File: src/rtl/fpa_reduce_seq_if.sv
// Handshake and data bundle for the sequential FP array reducer.
// The master side starts jobs and supplies operands. The slave side (the reducer)
// reports busy/valid, the folded result and the sticky exception flags.
interface fpa_reduce_seq_if #(
  parameter int DATA_WIDTH = 32,
  parameter int N          = 16
);
  logic                             iEN;
  logic                             iSTART;
  logic [1:0]                       iFPA_MODE;
  logic [N-1:0][DATA_WIDTH-1:0]     iFPA_NUMBERS;
  logic                             oBUSY;
  logic [DATA_WIDTH-1:0]            oFPA_RESULT;
  logic                             oFPA_DATA_VALID;
  logic                             oFPA_OVERFLOW;
  logic                             oFPA_UNDERFLOW;
  logic                             oFPA_EXCEPTION;

  modport master (
    output iEN, iSTART, iFPA_MODE, iFPA_NUMBERS,
    input  oBUSY, oFPA_RESULT, oFPA_DATA_VALID, oFPA_OVERFLOW, oFPA_UNDERFLOW, oFPA_EXCEPTION
  );

  modport slave (
    input  iEN, iSTART, iFPA_MODE, iFPA_NUMBERS,
    output oBUSY, oFPA_RESULT, oFPA_DATA_VALID, oFPA_OVERFLOW, oFPA_UNDERFLOW, oFPA_EXCEPTION
  );
endinterface

File: src/rtl/fpa_reduce_seq.sv
// Sequential single-precision array reducer.
// A start pulse in IDLE captures N operands and a mode. One element is then folded per
// enabled clock (sum, alternating sum, max or min). The fold ends in a one-cycle valid
// pulse carrying the result and the sticky overflow/underflow/exception flags for the job.
// The add/subtract datapath is a round-to-nearest-even adder. It flushes denormal inputs
// and results to zero and saturates exponent overflow to infinity.
module fpa_reduce_seq #(
  parameter int DATA_WIDTH = 32,
  parameter int N          = 16
) (
  input  logic            iCLK,
  input  logic            iRESET,
  fpa_reduce_seq_if.slave bus
);

  if (DATA_WIDTH != 32) begin : gBadWidth
    $error("fpa_reduce_seq supports DATA_WIDTH == 32 only");
  end

  localparam int          IDXW  = $clog2(N) + 1;
  localparam logic [IDXW-1:0] LAST_IDX = IDXW'(N - 1);
  localparam logic [31:0] QNAN  = 32'h7FC00000;

  localparam logic [1:0] IDLE = 2'd0;
  localparam logic [1:0] ACC  = 2'd1;
  localparam logic [1:0] DONE = 2'd2;

  logic [1:0]          state_q, state_d;
  logic [N-1:0][31:0]  nums_q, nums_d;
  logic [1:0]          mode_q, mode_d;
  logic [31:0]         acc_q, acc_d;
  logic [IDXW-1:0]     idx_q, idx_d;
  logic [31:0]         result_q, result_d;
  logic                ovf_q, ovf_d;
  logic                unf_q, unf_d;
  logic                exc_q, exc_d;

  logic [31:0]         curX;
  logic                isSub;
  logic [34:0]         addOut;
  logic [31:0]         stepRes;
  logic                stepOvf, stepUnf, stepExc;

  function automatic logic isNan(input logic [31:0] x);
    return (x[30:23] == 8'hFF) && (x[22:0] != 23'd0);
  endfunction

  // Strict numeric "x > y" on sign-magnitude values; both zeros compare equal.
  function automatic logic greaterThan(input logic [31:0] x, input logic [31:0] y);
    logic gt;
    if ((x[30:0] == 31'd0) && (y[30:0] == 31'd0)) gt = 1'b0;
    else if (x[31] != y[31])                      gt = y[31];
    else if (!x[31])                              gt = x[30:0] > y[30:0];
    else                                          gt = x[30:0] < y[30:0];
    return gt;
  endfunction

  // Combinational a +/- b. Returns {overflow, underflow, exception, result}.
  function automatic logic [34:0] addSub(input logic [31:0] a, input logic [31:0] b, input logic sub);
    logic              sa, sb, aNan, bNan, aInf, bInf, aZero, bZero;
    logic              sBig, sSmall, sticky, found, roundUp, ovf, unf, exc;
    logic [7:0]        eBig, eSmall, shamt;
    logic [26:0]       mBig, mSmall, mAlign, norm;
    logic [27:0]       sum;
    logic [4:0]        lz;
    logic [24:0]       mRound;
    logic [22:0]       frac;
    logic signed [9:0] eRes;
    logic [31:0]       res;
    sa    = a[31];
    sb    = b[31] ^ sub;
    aNan  = isNan(a);
    bNan  = isNan(b);
    aInf  = (a[30:23] == 8'hFF) && (a[22:0] == 23'd0);
    bInf  = (b[30:23] == 8'hFF) && (b[22:0] == 23'd0);
    aZero = (a[30:23] == 8'h00);
    bZero = (b[30:23] == 8'h00);
    res = 32'h0;
    ovf = 1'b0;
    unf = 1'b0;
    exc = 1'b0;
    // Order operands by magnitude so the subtraction never goes negative.
    sBig   = sa;
    sSmall = sb;
    eBig   = a[30:23];
    eSmall = b[30:23];
    mBig   = {1'b1, a[22:0], 3'b000};
    mSmall = {1'b1, b[22:0], 3'b000};
    if (b[30:0] > a[30:0]) begin
      sBig   = sb;
      sSmall = sa;
      eBig   = b[30:23];
      eSmall = a[30:23];
      mBig   = {1'b1, b[22:0], 3'b000};
      mSmall = {1'b1, a[22:0], 3'b000};
    end
    // Align with guard, round and sticky bits.
    shamt = eBig - eSmall;
    if (shamt > 8'd26) begin
      mAlign = 27'd0;
      sticky = 1'b1;
    end else begin
      mAlign = mSmall >> shamt;
      sticky = |(mSmall & ~({27{1'b1}} << shamt));
    end
    mAlign[0] = mAlign[0] | sticky;
    if (sBig == sSmall) sum = {1'b0, mBig} + {1'b0, mAlign};
    else                sum = {1'b0, mBig} - {1'b0, mAlign};
    // Normalise: one right shift on carry-out, otherwise remove leading zeros.
    eRes  = $signed({2'b00, eBig});
    lz    = 5'd0;
    found = 1'b0;
    for (int i = 26; i >= 0; i--) begin
      if (!found && sum[i]) begin
        lz    = 5'(26 - i);
        found = 1'b1;
      end
    end
    if (sum[27]) begin
      norm = {sum[27:2], sum[1] | sum[0]};
      eRes = eRes + 10'sd1;
    end else begin
      norm = sum[26:0] << lz;
      eRes = eRes - $signed({5'b00000, lz});
    end
    // Round to nearest, ties to even.
    roundUp = norm[2] & (norm[1] | norm[0] | norm[3]);
    mRound  = {1'b0, norm[26:3]} + {24'd0, roundUp};
    frac    = mRound[22:0];
    if (mRound[24]) begin
      frac = mRound[23:1];
      eRes = eRes + 10'sd1;
    end
    if (aNan || bNan || (aInf && bInf && (sa != sb))) begin
      res = QNAN;
      exc = 1'b1;
    end
    else if (aInf)            res = {sa, 8'hFF, 23'd0};
    else if (bInf)            res = {sb, 8'hFF, 23'd0};
    else if (aZero && bZero)  res = {sa & sb, 31'd0};
    else if (aZero)           res = {sb, b[30:0]};
    else if (bZero)           res = a;
    else if (sum == 28'd0)    res = 32'h0;
    else if (eRes >= 10'sd255) begin
      ovf = 1'b1;
      res = {sBig, 8'hFF, 23'd0};
    end
    else if (eRes <= 10'sd0) begin
      unf = 1'b1;
      res = {sBig, 31'd0};
    end
    else res = {sBig, eRes[7:0], frac};
    return {ovf, unf, exc, res};
  endfunction

  // One fold step: pick x[idx], then either add/subtract it or compare it against acc.
  always_comb begin
    curX = 32'h0;
    for (int i = 0; i < N; i++) begin
      if (idx_q == IDXW'(i)) curX = nums_q[i];
    end
    isSub   = (mode_q == 2'b01) && idx_q[0];
    addOut  = addSub(acc_q, curX, isSub);
    stepRes = addOut[31:0];
    stepOvf = addOut[34];
    stepUnf = addOut[33];
    stepExc = addOut[32];
    if (mode_q[1]) begin
      stepOvf = 1'b0;
      stepUnf = 1'b0;
      stepExc = 1'b0;
      if (isNan(acc_q) || isNan(curX)) begin
        stepRes = QNAN;
        stepExc = 1'b1;
      end
      else if (mode_q[0] ? greaterThan(acc_q, curX) : greaterThan(curX, acc_q)) stepRes = curX;
      else stepRes = acc_q;
    end
  end

  // Job sequencing: accept a start in IDLE, fold while enabled, then pulse valid once.
  always_comb begin
    state_d  = state_q;
    nums_d   = nums_q;
    mode_d   = mode_q;
    acc_d    = acc_q;
    idx_d    = idx_q;
    result_d = result_q;
    ovf_d    = ovf_q;
    unf_d    = unf_q;
    exc_d    = exc_q;
    case (state_q)
      IDLE: begin
        if (bus.iSTART) begin
          nums_d = bus.iFPA_NUMBERS;
          mode_d = bus.iFPA_MODE;
          acc_d  = bus.iFPA_NUMBERS[0];
          idx_d  = IDXW'(1);
          ovf_d  = 1'b0;
          unf_d  = 1'b0;
          exc_d  = 1'b0;
          if (N == 1) begin
            result_d = bus.iFPA_NUMBERS[0];
            state_d  = DONE;
          end else begin
            state_d = ACC;
          end
        end
      end
      ACC: begin
        if (bus.iEN) begin
          acc_d = stepRes;
          ovf_d = ovf_q | stepOvf;
          unf_d = unf_q | stepUnf;
          exc_d = exc_q | stepExc;
          if (idx_q == LAST_IDX) begin
            result_d = stepRes;
            state_d  = DONE;
          end else begin
            idx_d = idx_q + IDXW'(1);
          end
        end
      end
      DONE:    state_d = IDLE;
      default: state_d = IDLE;
    endcase
  end

  // State registers; reset drops any job in flight and zeroes every output.
  always_ff @(posedge iCLK or posedge iRESET) begin
    if (iRESET) begin
      state_q  <= IDLE;
      nums_q   <= '0;
      mode_q   <= 2'b00;
      acc_q    <= 32'h0;
      idx_q    <= '0;
      result_q <= 32'h0;
      ovf_q    <= 1'b0;
      unf_q    <= 1'b0;
      exc_q    <= 1'b0;
    end else begin
      state_q  <= state_d;
      nums_q   <= nums_d;
      mode_q   <= mode_d;
      acc_q    <= acc_d;
      idx_q    <= idx_d;
      result_q <= result_d;
      ovf_q    <= ovf_d;
      unf_q    <= unf_d;
      exc_q    <= exc_d;
    end
  end

  assign bus.oBUSY           = (state_q != IDLE);
  assign bus.oFPA_DATA_VALID = (state_q == DONE);
  assign bus.oFPA_RESULT     = result_q;
  assign bus.oFPA_OVERFLOW   = ovf_q;
  assign bus.oFPA_UNDERFLOW  = unf_q;
  assign bus.oFPA_EXCEPTION  = exc_q;

endmodule
File: src/flat_wrapper.sv
// flat-port wrapper written by rule: the top's interface ports become plain ports
module fpa_reduce_seq_flat 
#(
  parameter int DATA_WIDTH = 32,
  parameter int N          = 16
)
  (iCLK, iRESET, bus_iEN, bus_iSTART, bus_iFPA_MODE, bus_iFPA_NUMBERS, bus_oBUSY, bus_oFPA_RESULT, bus_oFPA_DATA_VALID, bus_oFPA_OVERFLOW, bus_oFPA_UNDERFLOW, bus_oFPA_EXCEPTION);
  fpa_reduce_seq_if #(.DATA_WIDTH(DATA_WIDTH), .N(N)) bus_i ();
  input  logic iCLK;
  input  logic iRESET;
  input wire logic [$bits(bus_i.iEN)-1:0] bus_iEN;
  input wire logic [$bits(bus_i.iSTART)-1:0] bus_iSTART;
  input wire logic [$bits(bus_i.iFPA_MODE)-1:0] bus_iFPA_MODE;
  input wire logic [$bits(bus_i.iFPA_NUMBERS)-1:0] bus_iFPA_NUMBERS;
  output wire logic [$bits(bus_i.oBUSY)-1:0] bus_oBUSY;
  output wire logic [$bits(bus_i.oFPA_RESULT)-1:0] bus_oFPA_RESULT;
  output wire logic [$bits(bus_i.oFPA_DATA_VALID)-1:0] bus_oFPA_DATA_VALID;
  output wire logic [$bits(bus_i.oFPA_OVERFLOW)-1:0] bus_oFPA_OVERFLOW;
  output wire logic [$bits(bus_i.oFPA_UNDERFLOW)-1:0] bus_oFPA_UNDERFLOW;
  output wire logic [$bits(bus_i.oFPA_EXCEPTION)-1:0] bus_oFPA_EXCEPTION;
  assign bus_i.iEN = bus_iEN;
  assign bus_i.iSTART = bus_iSTART;
  assign bus_i.iFPA_MODE = bus_iFPA_MODE;
  assign bus_i.iFPA_NUMBERS = bus_iFPA_NUMBERS;
  assign bus_oBUSY = bus_i.oBUSY;
  assign bus_oFPA_RESULT = bus_i.oFPA_RESULT;
  assign bus_oFPA_DATA_VALID = bus_i.oFPA_DATA_VALID;
  assign bus_oFPA_OVERFLOW = bus_i.oFPA_OVERFLOW;
  assign bus_oFPA_UNDERFLOW = bus_i.oFPA_UNDERFLOW;
  assign bus_oFPA_EXCEPTION = bus_i.oFPA_EXCEPTION;
  fpa_reduce_seq #(.DATA_WIDTH(DATA_WIDTH), .N(N)) u_core (.iCLK(iCLK), .iRESET(iRESET), .bus(bus_i));
endmodule
File: config.mk
export PLATFORM = sky130hd
export DESIGN_NAME = fpa_reduce_seq_flat
export DESIGN_NICKNAME = d
export VERILOG_FILES = /design/src/rtl/fpa_reduce_seq_if.sv /design/src/rtl/fpa_reduce_seq.sv /design/src/flat_wrapper.sv
export SDC_FILE = /design/constraint.sdc
export NUM_CORES = 2
export LEC_CHECK = 0
export BUFFER_PORTS_ARGS = -buffer_cell sky130_fd_sc_hd__buf_2
export CORE_AREA = 2 2 303 305
export CTS_CLUSTER_SIZE = 25
export DETAILED_ROUTE_END_ITERATION = 7
export DIE_AREA = 0 0 305 307
export MAX_ROUTING_LAYER = met4
export PLACE_DENSITY = 0.67
export RECOVER_POWER = 100
export SETUP_SLACK_MARGIN = 0.3
export SYNTH_ARGS = -nofsm -noshare
export SYNTH_HDL_FRONTEND = slang
export SYNTH_SLANG_ARGS = --single-unit
File: constraint.sdc
create_clock -name iCLK -period 17 [get_ports iCLK]
set_input_delay 0.85 -clock iCLK [delete_from_list [all_inputs] [get_ports iCLK]]
set_output_delay 0.85 -clock iCLK [all_outputs]
set_load 0.005 [all_outputs]
Word level (Yosys, flattened, before mapping)

Index checks and enable logic that the tools add are counted.

Output and inout port bits: 37
Register bits: 588
Bits of input ports: 518
Logic and storage cells: 308

Shift operators: 3
Multiplexer cells: 144
Equality and inequality tests: 28
Add/sub/neg operators: 8
Reductions and logical operators: 82
Bitwise logic cells: 12
Order comparisons: 7

Operators with widths:

| cell                  | number |
|---|---|
| $mux 32               | 28 |
| $mux 5                | 14 |
| $mux 1                | 67 |
| $pmux 32 s2           | 1 |
| $gt 31x31->1          | 2 |
| $logic_not 31->1      | 2 |
| $lt 31x31->1          | 2 |
| $mux 31               | 2 |
| $mux 27               | 2 |
| $mux 26               | 2 |
| $logic_not 23->1      | 2 |
| $reduce_bool 23->1    | 2 |
| $eq 5x4->1 const B    | 8 |
| $logic_and 1x1->1     | 35 |
| $mux 4                | 8 |
| $add 27x27->28        | 1 |
| $logic_not 28->1      | 1 |
| $mux 28               | 1 |
| $sub 27x27->28        | 1 |
| $and 27x27->27        | 1 |
| $not 27->27           | 1 |
| $reduce_or 27->1      | 1 |
| $shl 27x5->27         | 1 |
| $shl 27x8->27 const A | 1 |
| other kinds (40)      | 98 |

Longest topological paths before layout

Word-level depth: 128
Mapped depth: 94
Gate-level depth less buffers: 79

Least setup slack after synthesis

No wires, ideal clock.

Path kind: reg-to-reg
From: reg u_core.idx_q[1]
To: reg u_core.acc_q[5]
Setup slack: -0.235 ns
Library setup time: 0.132 ns
Cell stages (with the launch flop): 87
Arrival: 17.102 ns
Cell sequence: dfrtp_1 > inv_1 > ha_1 > buf_2 > buf_4 > buf_2 > buf_2 > buf_2 > clkbuf_1 > nand2_1 > a211o_1 > a21oi_1 > nor3_1 > o31ai_1 > a21oi_1 > a211oi_1 > a21oi_1 > nor2_1 > [... 51 more ...] > a21o_1 > a21oi_1 > nor2b_1 > nor3b_1 > inv_1 > mux2i_1 > xor2_1 > nand2_1 > nor2_1 > o21ai_0 > a211oi_1 > a21oi_1 > mux2_2 > nand3_1 > nor2_1 > buf_2 > a211oi_1 > o22ai_1

Cells in the longest elaborated chain, start to end: 127
Elaborated cells on any way between the ends: 218
Classes of those cells: add/sub: 7; order compare: 7; eq/ne: 20; shift: 3; mux: 106; bitwise: 8; reduce/logical: 67

Ends and longest elaborated chain:

| what                   | line                                       | source |
|---|---|---|
| start, declared        | fpa_reduce_seq.sv:32                       | `logic [IDXW-1:0] idx_q, idx_d;` |
| start signal, assigned | fpa_reduce_seq.sv:246                      | `idx_q <= idx_d;` |
| $logic_not 5->1        | fpa_reduce_seq.sv:160                      | `if (idx_q == IDXW'(i)) curX = nums_q[i];` |
| $mux 32 (15 in series) | fpa_reduce_seq.sv:160                      |  |
| $mux 32 *              | fpa_reduce_seq.sv:160                      |  |
| $gt 31x31->1           | fpa_reduce_seq.sv:53, fpa_reduce_seq.sv:89 |  |
| $mux 8                 | fpa_reduce_seq.sv:89                       | `if (b[30:0] > a[30:0]) begin` |
| $sub 8x8->8            | fpa_reduce_seq.sv:98                       | `shamt = eBig - eSmall;` |
| $shl 27x8->27          | fpa_reduce_seq.sv:104                      | `sticky = \|(mSmall & ~({27{1'b1}} << shamt));` |
| $not 27->27            | fpa_reduce_seq.sv:104                      |  |
| [... 97 more ...]      | n/a                                        |  |
| $mux 32                | fpa_reduce_seq.sv:141                      | `else if (aZero) res = {sb, b[30:0]};` |
| $mux 32                | fpa_reduce_seq.sv:140                      | `else if (aZero && bZero) res = {sa & sb, 31'd0};` |
| $mux 32                | fpa_reduce_seq.sv:139                      | `else if (bInf) res = {sb, 8'hFF, 23'd0};` |
| $mux 32                | fpa_reduce_seq.sv:138                      | `else if (aInf) res = {sa, 8'hFF, 23'd0};` |
| $mux 32                | fpa_reduce_seq.sv:134                      | `if (aNan \|\| bNan \|\| (aInf && bInf && (sa != sb))) begin` |
| $mux 32 *              | fpa_reduce_seq.sv:168                      | `if (mode_q[1]) begin` |
| $mux 32 *              | fpa_reduce_seq.sv:211                      | `if (bus.iEN) begin` |
| $pmux 32 s2 *          | fpa_reduce_seq.sv:192                      | `case (state_q)` |
| end signal, assigned   | fpa_reduce_seq.sv:235                      | `acc_q <= 32'h0;` |
| end signal, assigned   | fpa_reduce_seq.sv:245                      | `acc_q <= acc_d;` |
| end, declared          | fpa_reduce_seq.sv:31                       | `logic [31:0] acc_q, acc_d;` |

Mark *: on every way between the ends. The rest lies on a longest branch, timed or not. The select of a mux whose other input is x is not followed.
A chain may end at the register's enable or synchronous reset.

Final worst setup path

From: reg u_core.idx_q[0]
To: reg u_core.result_q[14] (netlist: u_core.bus.oFPA_RESULT[14])

Cells in the longest elaborated chain, start to end: 125
Elaborated cells on any way between the ends: 218
Classes of those cells: add/sub: 7; order compare: 7; eq/ne: 20; shift: 3; mux: 104; bitwise: 8; reduce/logical: 69

Ends and longest elaborated chain:

| what                   | line                                       | source |
|---|---|---|
| $logic_not 5->1        | fpa_reduce_seq.sv:160                      |  |
| $mux 32 (16 in series) | fpa_reduce_seq.sv:160                      |  |
| $gt 31x31->1           | fpa_reduce_seq.sv:53, fpa_reduce_seq.sv:89 |  |
| $mux 8                 | fpa_reduce_seq.sv:89                       |  |
| $sub 8x8->8            | fpa_reduce_seq.sv:98                       |  |
| $shl 27x8->27          | fpa_reduce_seq.sv:104                      |  |
| $not 27->27            | fpa_reduce_seq.sv:104                      |  |
| $and 27x27->27         | fpa_reduce_seq.sv:104                      |  |
| [... 94 more ...]      | n/a                                        |  |
| $mux 32                | fpa_reduce_seq.sv:143                      | `else if (sum == 28'd0) res = 32'h0;` |
| $mux 32                | fpa_reduce_seq.sv:142                      | `else if (bZero) res = a;` |
| $mux 32                | fpa_reduce_seq.sv:141                      |  |
| $mux 32                | fpa_reduce_seq.sv:140                      |  |
| $mux 32                | fpa_reduce_seq.sv:139                      |  |
| $mux 32                | fpa_reduce_seq.sv:138                      |  |
| $mux 32                | fpa_reduce_seq.sv:134                      |  |
| $mux 32                | fpa_reduce_seq.sv:168                      |  |
| end signal, assigned   | fpa_reduce_seq.sv:247                      | `result_q <= result_d;` |
| end, declared          | fpa_reduce_seq.sv:33                       | `logic [31:0] result_q, result_d;` |

Several ways; a longest one is shown, not always the timed one. The select of a mux whose other input is x is not followed.

==> impl_metrics.xml <==
<?xml version="1.0" encoding="UTF-8"?>
<metrics>
  <group name="floorplanning">
    <metric name="initial_core_utilization" unit="%">44.6</metric>
    <metric name="row_count" unit="">111</metric>
    <metric name="die-width" unit="um">305</metric>
    <metric name="die-height" unit="um">307</metric>
    <metric name="io-pin-count" unit="">555</metric>
    <metric name="core_region_area" unit="um2">90700</metric>
    <metric name="die_area" unit="um2">93600</metric>
  </group>
  <group name="cells_and_area">
    <metric name="layout.cells.most_common_list" unit="">sky130_fd_sc_hd__nand2_1 (1847), sky130_fd_sc_hd__buf_4 (613), sky130_fd_sc_hd__dfrtp_1 (583)</metric>
    <metric name="drive_gt1_share" unit="%">23.0</metric>
    <metric name="postLayoutCellArea" unit="um2">50900</metric>
    <metric name="syn_to_final_growth" unit="%">25.7</metric>
    <metric name="most_common_cell_after_layout_fill_and_taps_aside" unit="">sky130_fd_sc_hd__nand2_1</metric>
    <metric name="design.final.nets" unit="">6861</metric>
  </group>
  <group name="global_routing">
    <metric name="grt_pass1_wl" unit="um">306000</metric>
    <metric name="grt_overflow" unit="">0</metric>
    <metric name="grt_antenna_before_repair" unit="">19</metric>
    <metric name="grt.total_usage" unit="%">45.8</metric>
    <metric name="grt_pass1_vias" unit="">44800</metric>
    <metric name="grt_start_max_net_pins" unit="">199</metric>
  </group>
  <group name="flow_run">
    <metric name="drv.max_cap_violation_count" unit="">18</metric>
  </group>
  <group name="cts">
    <metric name="clock_insertion_delay_worst_skew" unit="ps">680</metric>
    <metric name="cts_stage_hold_buffer_count" unit="">0</metric>
    <metric name="cts-root-buf" unit="">sky130_fd_sc_hd__clkbuf_16</metric>
    <metric name="cts_inserted_buffers" unit="">68</metric>
    <metric name="tritoncts_clock_tree" unit="">yes</metric>
    <metric name="count_of_clock_tree_sinks" unit="">588</metric>
    <metric name="clk_slew_on_worst_s_h_paths" unit="ps">60</metric>
    <metric name="clock_tree.htree_level_count" unit="">3</metric>
    <metric name="cts_max_path_buffers" unit="">3</metric>
  </group>
  <group name="placement">
    <metric name="detailed_place.area" unit="um2">48200</metric>
    <metric name="routabilityCongestion" unit="">1.06</metric>
    <metric name="port_buffers" unit="">554</metric>
    <metric name="hpwlAfterDp" unit="um">169000</metric>
  </group>
  <group name="sta">
    <metric name="period_minus_slack" unit="ps">16070</metric>
    <metric name="fmax" unit="GHz">0.0622</metric>
    <metric name="timing.setup.tns" unit="ps">0</metric>
    <metric name="max-slew-margin-rel" unit="%">-475</metric>
    <metric name="report.final.hold_viol_count" unit="">0</metric>
    <metric name="timing.hold.ws" unit="ps">363</metric>
    <metric name="grt_setup_unrepaired" unit="">false</metric>
    <metric name="timing.final.setup_violations" unit="">0</metric>
    <metric name="slew_viol_final" unit="">1466</metric>
    <metric name="post-route-period-util" unit="%">94.5</metric>
    <metric name="worst-slew-pin-transition" unit="ps">8630</metric>
    <metric name="clock_skew" unit="ps">69.8</metric>
  </group>
  <group name="synthesis">
    <metric name="count_of_flip_flops_with_a_built_in_enable_after_synthesis" unit="">0</metric>
    <metric name="synth_seq_area_share" unit="%">36.3</metric>
    <metric name="netlist_area" unit="um2">40500</metric>
    <metric name="synth-async-reset-ratio" unit="%">100</metric>
    <metric name="synth_top_area_cell" unit="">sky130_fd_sc_hd__dfrtp_1</metric>
    <metric name="yosys.area.top_type_share" unit="%">36.3</metric>
    <metric name="synth_cell_type_count" unit="">116</metric>
    <metric name="syn_inst" unit="">5380</metric>
    <metric name="synth-seq-cells" unit="">588</metric>
    <metric name="post_synth.cell_area_avg" unit="um2">7.53</metric>
    <metric name="synthesis.yosys.warnings" unit="">0</metric>
    <metric name="synthesis.nets" unit="">5971</metric>
    <metric name="ys_top_cells_by_area" unit="">sky130_fd_sc_hd__dfrtp_1 (36%), sky130_fd_sc_hd__nand2_1 (17%), sky130_fd_sc_hd__a21oi_1 (3.4%), sky130_fd_sc_hd__o21ai_0 (3.2%), sky130_fd_sc_hd__nor2_1 (2.7%)</metric>
    <metric name="synthFlopType" unit="">sky130_fd_sc_hd__dfrtp_1</metric>
  </group>
  <group name="worst_setup_path">
    <metric name="startpoint_type" unit="">register</metric>
    <metric name="critical_path.endpoint_type" unit="">register</metric>
    <metric name="critical_path.most_common_cell" unit="">sky130_fd_sc_hd__buf_4</metric>
    <metric name="critical_path_arrival" unit="ps">16610</metric>
    <metric name="worst_path_max_delay_cell" unit="">sky130_fd_sc_hd__a2111oi_4</metric>
    <metric name="timing.critical_path.slowest_cell_delay" unit="ps">910</metric>
    <metric name="worstSetupPathType" unit="">register to register</metric>
    <metric name="cp_max_fo" unit="">45</metric>
    <metric name="worstPathRequired" unit="ps">17540</metric>
  </group>
  <group name="route">
    <metric name="post-route-drc-count" unit="">0</metric>
    <metric name="viasPerCell" unit="">6.29</metric>
    <metric name="totalWireLength" unit="um">215000</metric>
    <metric name="dr.first_iter.drc_count" unit="">6421</metric>
    <metric name="route.antenna.remaining_nets" unit="">0</metric>
    <metric name="wire_per_inst" unit="um">28.5</metric>
    <metric name="dr_total_vias" unit="">47300</metric>
    <metric name="detail_route.first_pass.iterations" unit="">6</metric>
  </group>
  <group name="outcome">
    <metric name="violated_checks" unit="">max-capacitance violations, max-slew violations</metric>
    <metric name="status" unit="">complete, but fails checks</metric>
  </group>
  <group name="worst_hold_path">
    <metric name="hp-class" unit="">primary input to register</metric>
  </group>
</metrics>
[stage by stage]
| step | worst slack, ps | util [%] | cells |
|---|---|---|---|
| after floorplan | 356 | - | 5380 |
| after global placement | 580 | 53.1 | 7366 |
| after detailed placement | 385 | 53.1 | 7366 |
| after CTS | 379 | 55.8 | 7490 |
| after global routing | 120 | 56.1 | 7524 |
| final | 928 | 56.1 | 7525 |
[kinds of logic after synthesis]
kind of cell,synth area share [%]
AO/OA/AOI/OAI,21.9
XOR/XNOR,1.67
adder cells (fa/ha/maj),2.29
buffers and inverters,5.10
flip-flops,36.3
multiplexers,3.35
AND/OR/NAND/NOR,29.3
[area by class of cell]
class	instances	area, um2
antenna	15	37.5
clock buffer	99	1970
clock inverter	25	394
fill	8706	39800
inverter	115	442
multi-input combinational	4299	24100
sequential	588	14700
tap	1186	1480
timing repair buffer	1198	7680
[flip-flops by register name (all words and copies together), names as in the netlist]
signal / cells
u_core.mode_q: 2
u_core.bus.oFPA_UNDERFLOW: 1
u_core.idx_q: 5
u_core.bus.oFPA_EXCEPTION: 1
u_core.nums_q: 512
u_core.bus.oFPA_RESULT: 32
u_core.bus.oFPA_OVERFLOW: 1
u_core.state_q: 2
u_core.acc_q: 32
[path summary, 6_finish.rpt]
check | startpoint | to | slack, ps | depth (start not counted)
setup / recovery | u_core.idx_q[0]$_DFFE_PP0P_ | u_core.bus.oFPA_RESULT[14]$_DFFE_PP0P_ | 930 | 58
hold / removal | bus_iFPA_NUMBERS[370] | u_core.nums_q[370]$_DFFE_PP0P_ | 360 | 3
setup reg to reg | u_core.idx_q[0]$_DFFE_PP0P_ | u_core.bus.oFPA_RESULT[14]$_DFFE_PP0P_ | 930 | 58
hold reg to reg | u_core.nums_q[214]$_DFFE_PP0P_ | u_core.nums_q[214]$_DFFE_PP0P_ | 470 | 2
max in group asynchronous | iRESET | u_core.nums_q[384]$_DFFE_PP0P_ | 3800 | 6
min in group asynchronous | iRESET | u_core.nums_q[65]$_DFFE_PP0P_ | 570 | 2
[routing by layer]
metal	vias up	track usage, %	routed length, um
li1	20700	-	-
met5	-	-	0
met4	0	28.7	17400
met2	3113	68.5	92800
met1	22800	56.1	81700
met3	755	10.4	22800
[cells in the mapped netlist, drive strengths merged (44+ instances only)]
library cell  instances
ha                   71
mux2i                79
xnor2                44
o22ai                64
inv                 113
dfrtp               588
nor3                 92
o21ai               264
nand2              1848
a22oi                46
nor4                 46
buf                 114
a31oi                80
o211ai               61
nand3               102
a21oi               274
a211oi               61
clkbuf              264
a21o                 55
nor2                290
[worst max-delay path, delay by kind of cell, from the launching register on]
family,cells,cell delay [ps]
and+or+nand+nor,21,5350
DFF,1,470
AOI/OAI and AO/OA,23,6810
muxes,1,310
buffers and inverters,10,2020
adders and majority gates,3,930
[what timing repair did]
action | 4_1_cts | 5_1_grt
endpoints found under the setup margin | 19 | 64
setup buffers | 0 | 20
gates cloned | 0 | 0
gates resized for setup | 1 | 71
pin swaps | 0 | 16
Power is not shown: default switching activity piles up to over one toggle a cycle in this logic, so the estimate is an artifact.
